--- src/rtl/fft_sched_pkg.sv ---
// Shared types and constants for the fft_peak_sched controller.
// FFT_PEAK_CONT_EN selects free-running (continuous) scheduling.
package fft_sched_pkg;

    typedef enum logic [2:0] {
        IDLE,
        START,
        WAIT_DONE,
        SCAN,
        DRAIN,
        REPORT
    } state_t;

    localparam int BIN_W_DEF = 8;
    localparam int MAG_W_DEF = 16;

    function automatic int half_bins(input int n);
        return n / 2 - 1;
    endfunction

endpackage

--- src/rtl/fft_peak_track.sv ---
// Running-maximum tracker: keeps the first bin holding the largest magnitude.
import fft_sched_pkg::*;

module fft_peak_track #(
    parameter int BIN_W = BIN_W_DEF,
    parameter int MAG_W = MAG_W_DEF
) (
    input  logic             i_clk,
    input  logic             i_rst,
    input  logic             i_clear,
    input  logic             i_valid,
    input  logic [BIN_W-1:0] i_bin,
    input  logic [MAG_W-1:0] i_mag,
    output logic [BIN_W-1:0] o_bin,
    output logic [MAG_W-1:0] o_mag
);

    logic [BIN_W-1:0] r_bin;
    logic [MAG_W-1:0] r_mag;

    // Strict compare: bins arrive in ascending order, so ties keep the lower one.
    always_ff @(posedge i_clk) begin
        if (i_rst || i_clear) begin
            r_bin <= '0;
            r_mag <= '0;
        end else if (i_valid && (i_mag > r_mag)) begin
            r_bin <= i_bin;
            r_mag <= i_mag;
        end
    end

    assign o_bin = r_bin;
    assign o_mag = r_mag;

endmodule

--- src/rtl/fft_peak_sched.sv ---
// Sequences fft_sm: start, wait for Done, scan bins, report the peak bin.
// Define FFT_PEAK_CONT_EN for free-running restart after each report.
import fft_sched_pkg::*;

module fft_peak_sched #(
    parameter int N_BINS      = 256,
    parameter int BIN_W       = BIN_W_DEF,
    parameter int MAG_W       = MAG_W_DEF,
    parameter int RESULT_LAT  = 1,
    parameter int TIMEOUT_CYC = 1 << 20
) (
    input  logic             Clk,
    input  logic             Reset,
    input  logic             Go,
    input  logic             CoreReady,
    input  logic             CoreDone,
    input  logic             CoreOverflow,
    input  logic [MAG_W-1:0] CoreResult,
    output logic             CoreStart,
    output logic [BIN_W-1:0] CoreInspect,
    output logic [BIN_W-1:0] PeakBin,
    output logic [MAG_W-1:0] PeakMag,
    output logic             PeakValid,
    output logic             Busy,
    output logic             Overflow,
    output logic             Error
);

    localparam int CNT_W = $clog2(TIMEOUT_CYC);
    localparam logic [BIN_W-1:0] LAST_BIN = BIN_W'(half_bins(N_BINS));
    localparam logic [CNT_W-1:0] TO_LAST  = CNT_W'(TIMEOUT_CYC - 1);
    localparam logic [CNT_W-1:0] DR_LAST  = CNT_W'(RESULT_LAT - 1);

    state_t           r_state;
    state_t           w_next;
    logic [CNT_W-1:0] r_cnt;
    logic [BIN_W-1:0] r_inspect;
    logic [BIN_W-1:0] r_peak_bin;
    logic [MAG_W-1:0] r_peak_mag;
    logic             r_peak_valid;
    logic             r_ovf;
    logic             r_err;
    logic [BIN_W-1:0] r_dl_idx [RESULT_LAT];
    logic             r_dl_vld [RESULT_LAT];
    logic [BIN_W-1:0] w_max_bin;
    logic [MAG_W-1:0] w_max_mag;
    logic             w_accept;
    logic             w_restart;
    logic             w_done_ok;
    logic             w_timeout;
    logic             w_cnt_run;

    assign w_accept  = (r_state == IDLE) && Go && CoreReady;
    // A Done level left over from the previous run is ignored on the first wait cycle.
    assign w_done_ok = CoreDone && (r_cnt != '0);
    assign w_timeout = (r_cnt == TO_LAST);
    assign w_cnt_run = ((r_state == WAIT_DONE) || (r_state == DRAIN))
                       && (w_next == r_state);

`ifdef FFT_PEAK_CONT_EN
    logic r_cont;

    always_ff @(posedge Clk) begin
        if (Reset) begin
            r_cont <= 1'b0;
        end else if (w_accept) begin
            r_cont <= 1'b1;
        end else if (Go || ((r_state == WAIT_DONE) && !w_done_ok && w_timeout)) begin
            r_cont <= 1'b0;
        end
    end

    assign w_restart = r_cont && CoreReady && !Go;
`else
    assign w_restart = 1'b0;
`endif

    always_comb begin
        w_next = r_state;
        unique case (r_state)
            IDLE:      if (w_accept || w_restart) w_next = START;
            START:     w_next = WAIT_DONE;
            WAIT_DONE: begin
                if (w_done_ok)      w_next = SCAN;
                else if (w_timeout) w_next = IDLE;
            end
            SCAN:      if (r_inspect == LAST_BIN) w_next = DRAIN;
            DRAIN:     if (r_cnt == DR_LAST) w_next = REPORT;
            REPORT:    w_next = w_restart ? START : IDLE;
            default:   w_next = IDLE;
        endcase
    end

    always_ff @(posedge Clk) begin
        if (Reset) begin
            r_state      <= IDLE;
            r_cnt        <= '0;
            r_inspect    <= '0;
            r_peak_bin   <= '0;
            r_peak_mag   <= '0;
            r_peak_valid <= 1'b0;
            r_ovf        <= 1'b0;
            r_err        <= 1'b0;
        end else begin
            r_state      <= w_next;
            r_cnt        <= w_cnt_run ? r_cnt + CNT_W'(1) : '0;
            r_peak_valid <= (r_state == REPORT);
            if ((r_state == WAIT_DONE) && w_done_ok) begin
                r_inspect <= BIN_W'(1);
            end else if ((r_state == SCAN) && (r_inspect != LAST_BIN)) begin
                r_inspect <= r_inspect + BIN_W'(1);
            end
            if (r_state == REPORT) begin
                r_peak_bin <= w_max_bin;
                r_peak_mag <= w_max_mag;
            end
            if (w_accept) begin
                r_ovf <= 1'b0;
                r_err <= 1'b0;
            end else begin
                if ((r_state != IDLE) && CoreOverflow) r_ovf <= 1'b1;
                if ((r_state == WAIT_DONE) && !w_done_ok && w_timeout) r_err <= 1'b1;
            end
        end
    end

    // Bin index and valid ride alongside the core's readback latency.
    always_ff @(posedge Clk) begin
        if (Reset) begin
            for (int k = 0; k < RESULT_LAT; k++) begin
                r_dl_idx[k] <= '0;
                r_dl_vld[k] <= 1'b0;
            end
        end else begin
            r_dl_idx[0] <= r_inspect;
            r_dl_vld[0] <= (r_state == SCAN);
            for (int k = 1; k < RESULT_LAT; k++) begin
                r_dl_idx[k] <= r_dl_idx[k-1];
                r_dl_vld[k] <= r_dl_vld[k-1];
            end
        end
    end

    fft_peak_track #(
        .BIN_W (BIN_W),
        .MAG_W (MAG_W)
    ) u_track (
        .i_clk   (Clk),
        .i_rst   (Reset),
        .i_clear ((r_state == WAIT_DONE) && w_done_ok),
        .i_valid (r_dl_vld[RESULT_LAT-1]),
        .i_bin   (r_dl_idx[RESULT_LAT-1]),
        .i_mag   (CoreResult),
        .o_bin   (w_max_bin),
        .o_mag   (w_max_mag)
    );

    assign CoreStart   = (r_state == START);
    assign Busy        = (r_state != IDLE);
    assign CoreInspect = r_inspect;
    assign PeakBin     = r_peak_bin;
    assign PeakMag     = r_peak_mag;
    assign PeakValid   = r_peak_valid;
    assign Overflow    = r_ovf;
    assign Error       = r_err;

endmodule

--- config.mk ---
export PLATFORM = sky130hd
export DESIGN_NAME = fft_peak_sched
export DESIGN_NICKNAME = d
export VERILOG_FILES = /design/src/rtl/fft_sched_pkg.sv /design/src/rtl/fft_peak_track.sv /design/src/rtl/fft_peak_sched.sv
export SDC_FILE = /design/constraint.sdc
export NUM_CORES = 1
export LEC_CHECK = 0
export CELL_PAD_IN_SITES_DETAIL_PLACEMENT = 1
export CELL_PAD_IN_SITES_GLOBAL_PLACEMENT = 1
export CORE_ASPECT_RATIO = 0.8
export CORE_MARGIN = 1
export CORE_UTILIZATION = 45
export DETAILED_ROUTE_END_ITERATION = 16
export GPL_ROUTABILITY_DRIVEN = 1
export PLACE_DENSITY = 0.93
export SETUP_SLACK_MARGIN = 0.02
export SYNTH_ARGS = -nofsm -noshare
export SYNTH_HDL_FRONTEND = slang
export SYNTH_HIERARCHICAL = 1
export SYNTH_SLANG_ARGS = --single-unit
--- constraint.sdc ---
create_clock -name Clk -period 4.9 [get_ports Clk]
set_input_delay 0.98 -clock Clk [delete_from_list [all_inputs] [get_ports Clk]]
set_output_delay 0.98 -clock Clk [all_outputs]
set_load 0.03 [all_outputs]
# [After elaboration in Yosys (flattened, before gate mapping)]
# Memory sizes are Yosys's and may differ from the RTL's. A register that Yosys moved wholly into a read port is not among the register bits.
# Cells that the tools add are included.
[op_classes] n_addsub=2 eq_ne=9 n_reduce_logical=23 magnitude_cmp=1 mux=15 n_mul=0 div=0 n_shift=0 bitwise_logic=1
[ops] operator="$add A20 B1 Y20 const B" n=1
[ops] operator="$eq A20 B20 Y1 const B" n=1
[ops] operator="$logic_not A20 Y1" n=1
[ops] operator="$reduce_bool A20 Y1" n=1
[ops] operator="$gt A16 B16 Y1" n=1
[ops] operator="$mux W3" n=5
[ops] operator="$pmux W3 S5" n=1
[ops] operator="$logic_and A1 B1 Y1" n=10
[ops] operator="$add A8 B1 Y8 const B" n=1
[ops] operator="$eq A8 B7 Y1 const B" n=1
[ops] operator="$mux W1" n=8
[ops] operator="$mux W8" n=1
[ops] operator="$ne A8 B7 Y1 const B" n=1
[ops] operator="$reduce_or A8 Y1" n=1
[ops] operator="$eq A3 B2 Y1 const B" n=2
[ops] operator="$eq A3 B3 Y1 const B" n=2
[ops] operator="$reduce_or A2 Y1" n=3
[ops] operator="$eq A3 B1 Y1 const B" n=1
[ops] operator="$eq A3 B3 Y1" n=1
[ops] operator="$logic_not A3 Y1" n=1
[ops] operator="$reduce_bool A3 Y1" n=1
[ops] operator="$logic_or A1 B1 Y1" n=2
[ops] operator="$reduce_bool A2 Y1" n=1
[ops] operator="$logic_not A1 Y1" n=1
[ops] operator="other kinds (2)" n=2
[totals] latchBits=0 word_cells=63 input_bits=22 rom_bits=0 ram_bits=9 memories=2 out_inout_bits=37 regBits=74
[memory_table] memory="r_dl_idx" words=1 width=8 rd=1 rd_ports_with_merged_regs=1 wr=1 line="fft_peak_sched.sv:43" text="logic [BIN_W-1:0] r_dl_idx [RESULT_LAT];"
[memory_table] memory="r_dl_vld" words=1 width=1 rd=1 rd_ports_with_merged_regs=0 wr=1 line="fft_peak_sched.sv:44" text="logic r_dl_vld [RESULT_LAT];"

# [Logic depth before layout (Yosys ltp)]
[depth] ltp_word=9 mapped_depth=14 depth_no_buf=12

# [Modules after synthesis]
# Netlist, hierarchy kept.
[by_module_without_submodules] mod="fft_peak_sched" seq_area_each_um2=1341.3 instances=1 cells_each=315 area_each_um2=2716.4
[by_module_without_submodules] mod="fft_peak_track" seq_area_each_um2=480.5 instances=1 cells_each=229 area_each_um2=1890.6

# [Least setup slack after synthesis]
# Ideal clock, no wire load.
[synth_timing] path_type="register to register" from="register r_cnt[17]" to="register u_track.r_mag[10], in the netlist u_track/o_mag[10]" stages_incl_launch_ff=12 required_ns=4.827 synth_period_minus_slack_ns=2.840 n_path_buf=3 t_arrival_ns=2.767 setup_ns=0.073 slack_ns=2.060 path_cell_list="dfxtp_1 or4_1 or4_1 o21ai_0 or3_1 inv_1 clkbuf_1 nor2_1 clkbuf_1 clkbuf_1 nand3_1 o211ai_2"
[synth_between] elab_chain_cells=4
[synth_rtl] item="start: declaration" line="fft_peak_sched.sv:36" text="logic [CNT_W-1:0] r_cnt;"
[synth_rtl] item="start signal: assignment" line="fft_peak_sched.sv:106" text="r_cnt <= w_cnt_run ? r_cnt + CNT_W'(1) : '0;"
[synth_rtl] item="$reduce_bool A20 Y1" line="fft_peak_sched.sv:55" text="assign w_done_ok = CoreDone && (r_cnt != '0);"
[synth_rtl] item="$logic_and A1 B1 Y1" line="fft_peak_sched.sv:55"
[synth_rtl] item="$logic_and A1 B1 Y1" line="fft_peak_sched.sv:150" text=".i_clear ((r_state == WAIT_DONE) && w_done_ok),"
[synth_rtl] item="$logic_or A1 B1 Y1" line="fft_peak_track.sv:23" text="if (i_rst || i_clear) begin"
[synth_rtl] item="end signal: assignment" line="fft_peak_track.sv:28" text="r_mag <= i_mag;"
[synth_rtl] item="end: declaration" line="fft_peak_track.sv:19" text="logic [MAG_W-1:0] r_mag;"
# No other way between the ends.
# A chain may end at the register's enable or synchronous reset.

# [Final worst setup path]
[layout_timing] from="register r_cnt[17]" to="register u_track.r_bin[2], in the netlist u_track/o_bin[2] (read register of r_dl_idx)"
[layout_between] elab_chain_cells=4
[layout_rtl] item="$reduce_bool A20 Y1" line="fft_peak_sched.sv:55"
[layout_rtl] item="$logic_and A1 B1 Y1" line="fft_peak_sched.sv:55"
[layout_rtl] item="$logic_and A1 B1 Y1" line="fft_peak_sched.sv:150"
[layout_rtl] item="$logic_or A1 B1 Y1" line="fft_peak_track.sv:23"
[layout_rtl] item="end: declaration" line="fft_peak_track.sv:18" text="logic [BIN_W-1:0] r_bin;"
# No other way between the ends.

==> impl_results.md <==
- Iter 0 DRT Violations: 231
- Setup ws final: 0.906 ns
- Routed vias/inst: 6.00
- # DRC: 0
- Combinational power share: 6.9%
- IO buf count: 58
- First-pass GRT wire length: 23000 µm
- CP Data Required Time: 5.18 ns
- Sw Pwr: 377 µW
- IO Pins: 59
- Dpl hpwl: 9290 µm
- Nets: 622
- Hold-fix buffer count after cts: 0
- WL final: 14100 µm
- Antenna violations before repair: 0
- Worst skew pair latency: 0.36 ns
- Highest fanout seen on the critical path: 29
- Seq pwr share: 47.7%
- Relative slew slack: 21.3%
- GR Util All Layers: 28.1%
- RR Startpoint: r_cnt[17]$_SDFF_PP0_
- Starting Density: 47.0%
- Fin Clk Skew: 0.0107 ns
- Gr ovfl total: 0
- Max VDD drop: 255 µV
- Clock Sinks: 91
- Ranking of synthesized cells by area: dfxtp_1 (40%), nand2_1 (5.6%), nand3_1 (5.5%)
- R2R cell count: 11
- Hold Slack: 0.450 ns
- Period minus WS final: 3.99 ns
- Final core occ: 56.3%
- Antenna-violating nets left: 0
- Vias in the first global route: 4570
- Hold Path Sink: PeakBin[3]$_SDFFE_PP0P_
- Int Pwr: 1.19 mW
- Post-Synthesis Cells: 544
- Achievable frequency: 250 MHz
- Commonest register cell after synthesis: dfxtp_1
- Drt wl/cell: 19.6 µm
- Worst min path class: register to register
- Hold Path Stages: 2
- Resize count post-CTS: 0
- Ys async rst share: 0%
- Yosys top cell by area: dfxtp_1
- Die H: 92.5 µm
- Root Buffer: clkbuf_16
- CTS clk-pin slew, worst paths: 0.07 ns
- CTS tree: built
- Area delta synth->final: 19.8%
- YS warnings: 6
- Seq/Total Area, Yosys: 39.5%
- Post-synthesis register bit count: 91
- Hold_sp: u_track/o_bin[3]$_SDFFE_PP0P_
- Outcome: finished, final reports clean
- Largest net degree at the start of global routing: 59
- Net Sw Frac: 24.1%
- Setup bufs post-CTS: 0
- Most frequent cell after synthesis: dfxtp_1
- Clock tree buffer depth: 2
- Final Hold Vio Count: 0
- Reg2reg end: u_track/o_bin[2]$_SDFFE_PP0P_
- Non-Filler Instances: 721
- Max-cap violations: 0
- Post-synth EDFFs: 0
- Setup TNS: 0 ns
- GP Congestion: 0.856
- Mean Syn Cell Area: 8.47 µm²
- RSZ-0062 raised after global routing: no
- Die ar.: 0.0106 mm²
- Worst Setup Start Kind: register
- Clock power frac: 45.4%
- Num rows: 32
- Htree depth: 3
- Fin. max-slew vios: 0
- Post-synth top area share: 39.5%
- Period utilization: 81.5%
- Lkg Pwr: 1.81 nW
- PwrDens: 284 mW/mm²
- Setup crit end kind: register
- WS Path Type: register to register
- Most instantiated cells after synthesis: dfxtp_1 (91), nand2_1 (69), nand3_1 (51)
- Share of layout cells above drive strength 1: 9.40%
- Actual slew at the worst max-slew pin: 1.17 ns
- Placement Cell Area: 0.00522 mm²
- N_diodes: 0
- Die W: 115 µm
- Core area: 0.00981 mm²
- Mapped cell area: 0.00461 mm²
- Fin area: 0.00552 mm²
- Final Total Pwr: 1.57 mW
- Setup WS pre-CTS: 1.15 ns
- Crit path DAT: 4.27 ns
- Reg2Reg Setup Slack: 0.91 ns
- CTS buffer count: 9
- Placed cell count: 706
- Final setup fails: 0
- CP startpoint: r_cnt[17]$_SDFF_PP0_
- Via count: 4329
- Count of different cell masters after synthesis: 51
- Drt pass-1 iters: 4
- Net count after synthesis: 585
[worst max-delay path, stage by stage (launching register included)]
cell      delay [ns]
dfxtp_1         0.35
or4_1           0.54
or4_1           0.49
o21ai_0         0.37
or3_1           0.22
inv_1           0.27
nor2_2          0.71
buf_4           0.44
nand2_1         0.16
nor2_1          0.14
nand4_1         0.12
o221ai_2        0.09
[per-layer routing]
metal,vias up,GRT usage [%],wire [µm]
met5,-,0,0
met4,0,12.4,331
met3,38,5.69,798
met2,137,48.2,6890
met1,2120,33.9,6090
li1,2034,-,-
[worst max-delay path by stage]
stage | end | slack [ns] | depth (start not counted)
2_1_floorplan | u_track/o_mag[10]$_SDFFE_PP0P_ | 2.06 | 11
3_3_place_gp | u_track/o_bin[3]$_SDFFE_PP0P_ | 1.38 | 10
6_report | u_track/o_bin[2]$_SDFFE_PP0P_ | 0.91 | 11
4_1_cts | u_track/o_bin[2]$_SDFFE_PP0P_ | 0.97 | 11
3_5_place_dp | u_track/o_bin[4]$_SDFFE_PP0P_ | 1.15 | 11
5_1_grt | u_track/o_bin[2]$_SDFFE_PP0P_ | 0.73 | 11
[power by group through the flow]
stage          Sequential [mW]  Combinational (mW)  Clock (mW)
5_1_grt                  0.748               0.117       0.751
3_5_place_dp             0.764               0.105           0
4_1_cts                  0.747               0.107       0.721
6_report                 0.748               0.109       0.711
2_1_floorplan            0.762              0.0695           0
3_3_place_gp             0.764              0.0999           0
[state kept, by name, summed over array words and instances, names as in the netlist]
signal,cells
CoreInspect,8
Error,1
Overflow,1
PeakBin,8
PeakMag,16
PeakValid,1
r_cnt,20
r_dl_idx,8
r_dl_vld,1
r_state,3
u_track/o_bin,8
u_track/o_mag,16
[cell type report]
cell class              instances  area [µm²]
flip-flops and latches         91        1820
repair buffers                 68         651
well taps                     136         170
clock inverters                 5        61.3
multi-input cells             387        2490
fillers                      1168        4290
inverters                      24        90.1
clock buffers                  10         239
[cells by family (layout without fill, tap and decap cells)]
family | after synthesis | in the layout | share of synthesized area (%)
AND/OR/NAND/NOR | 264 | 264 | 29.7
flip-flops | 91 | 91 | 39.5
AO/OA/AOI/OAI | 79 | 79 | 14.1
buffers and inverters | 66 | 107 | 6.65
XOR/XNOR | 24 | 24 | 4.56
adder cells (fa/ha/maj) | 19 | 19 | 5.16
multiplexers | 1 | 1 | 0.217
[layout by cell type, fill, tap and decap left out, drive strengths merged, types with 11 or more instances in the layout]
cell,instances
clkdlybuf4s50,57
dfxtp,91
buf,11
o211ai,15
nor2,33
nor4,20
xor2,13
a21oi,35
nand2,69
ha,19
nand4,37
nand3,51
xnor2,11
nor3,19
inv,25
Power figures use the tool's default switching activity.
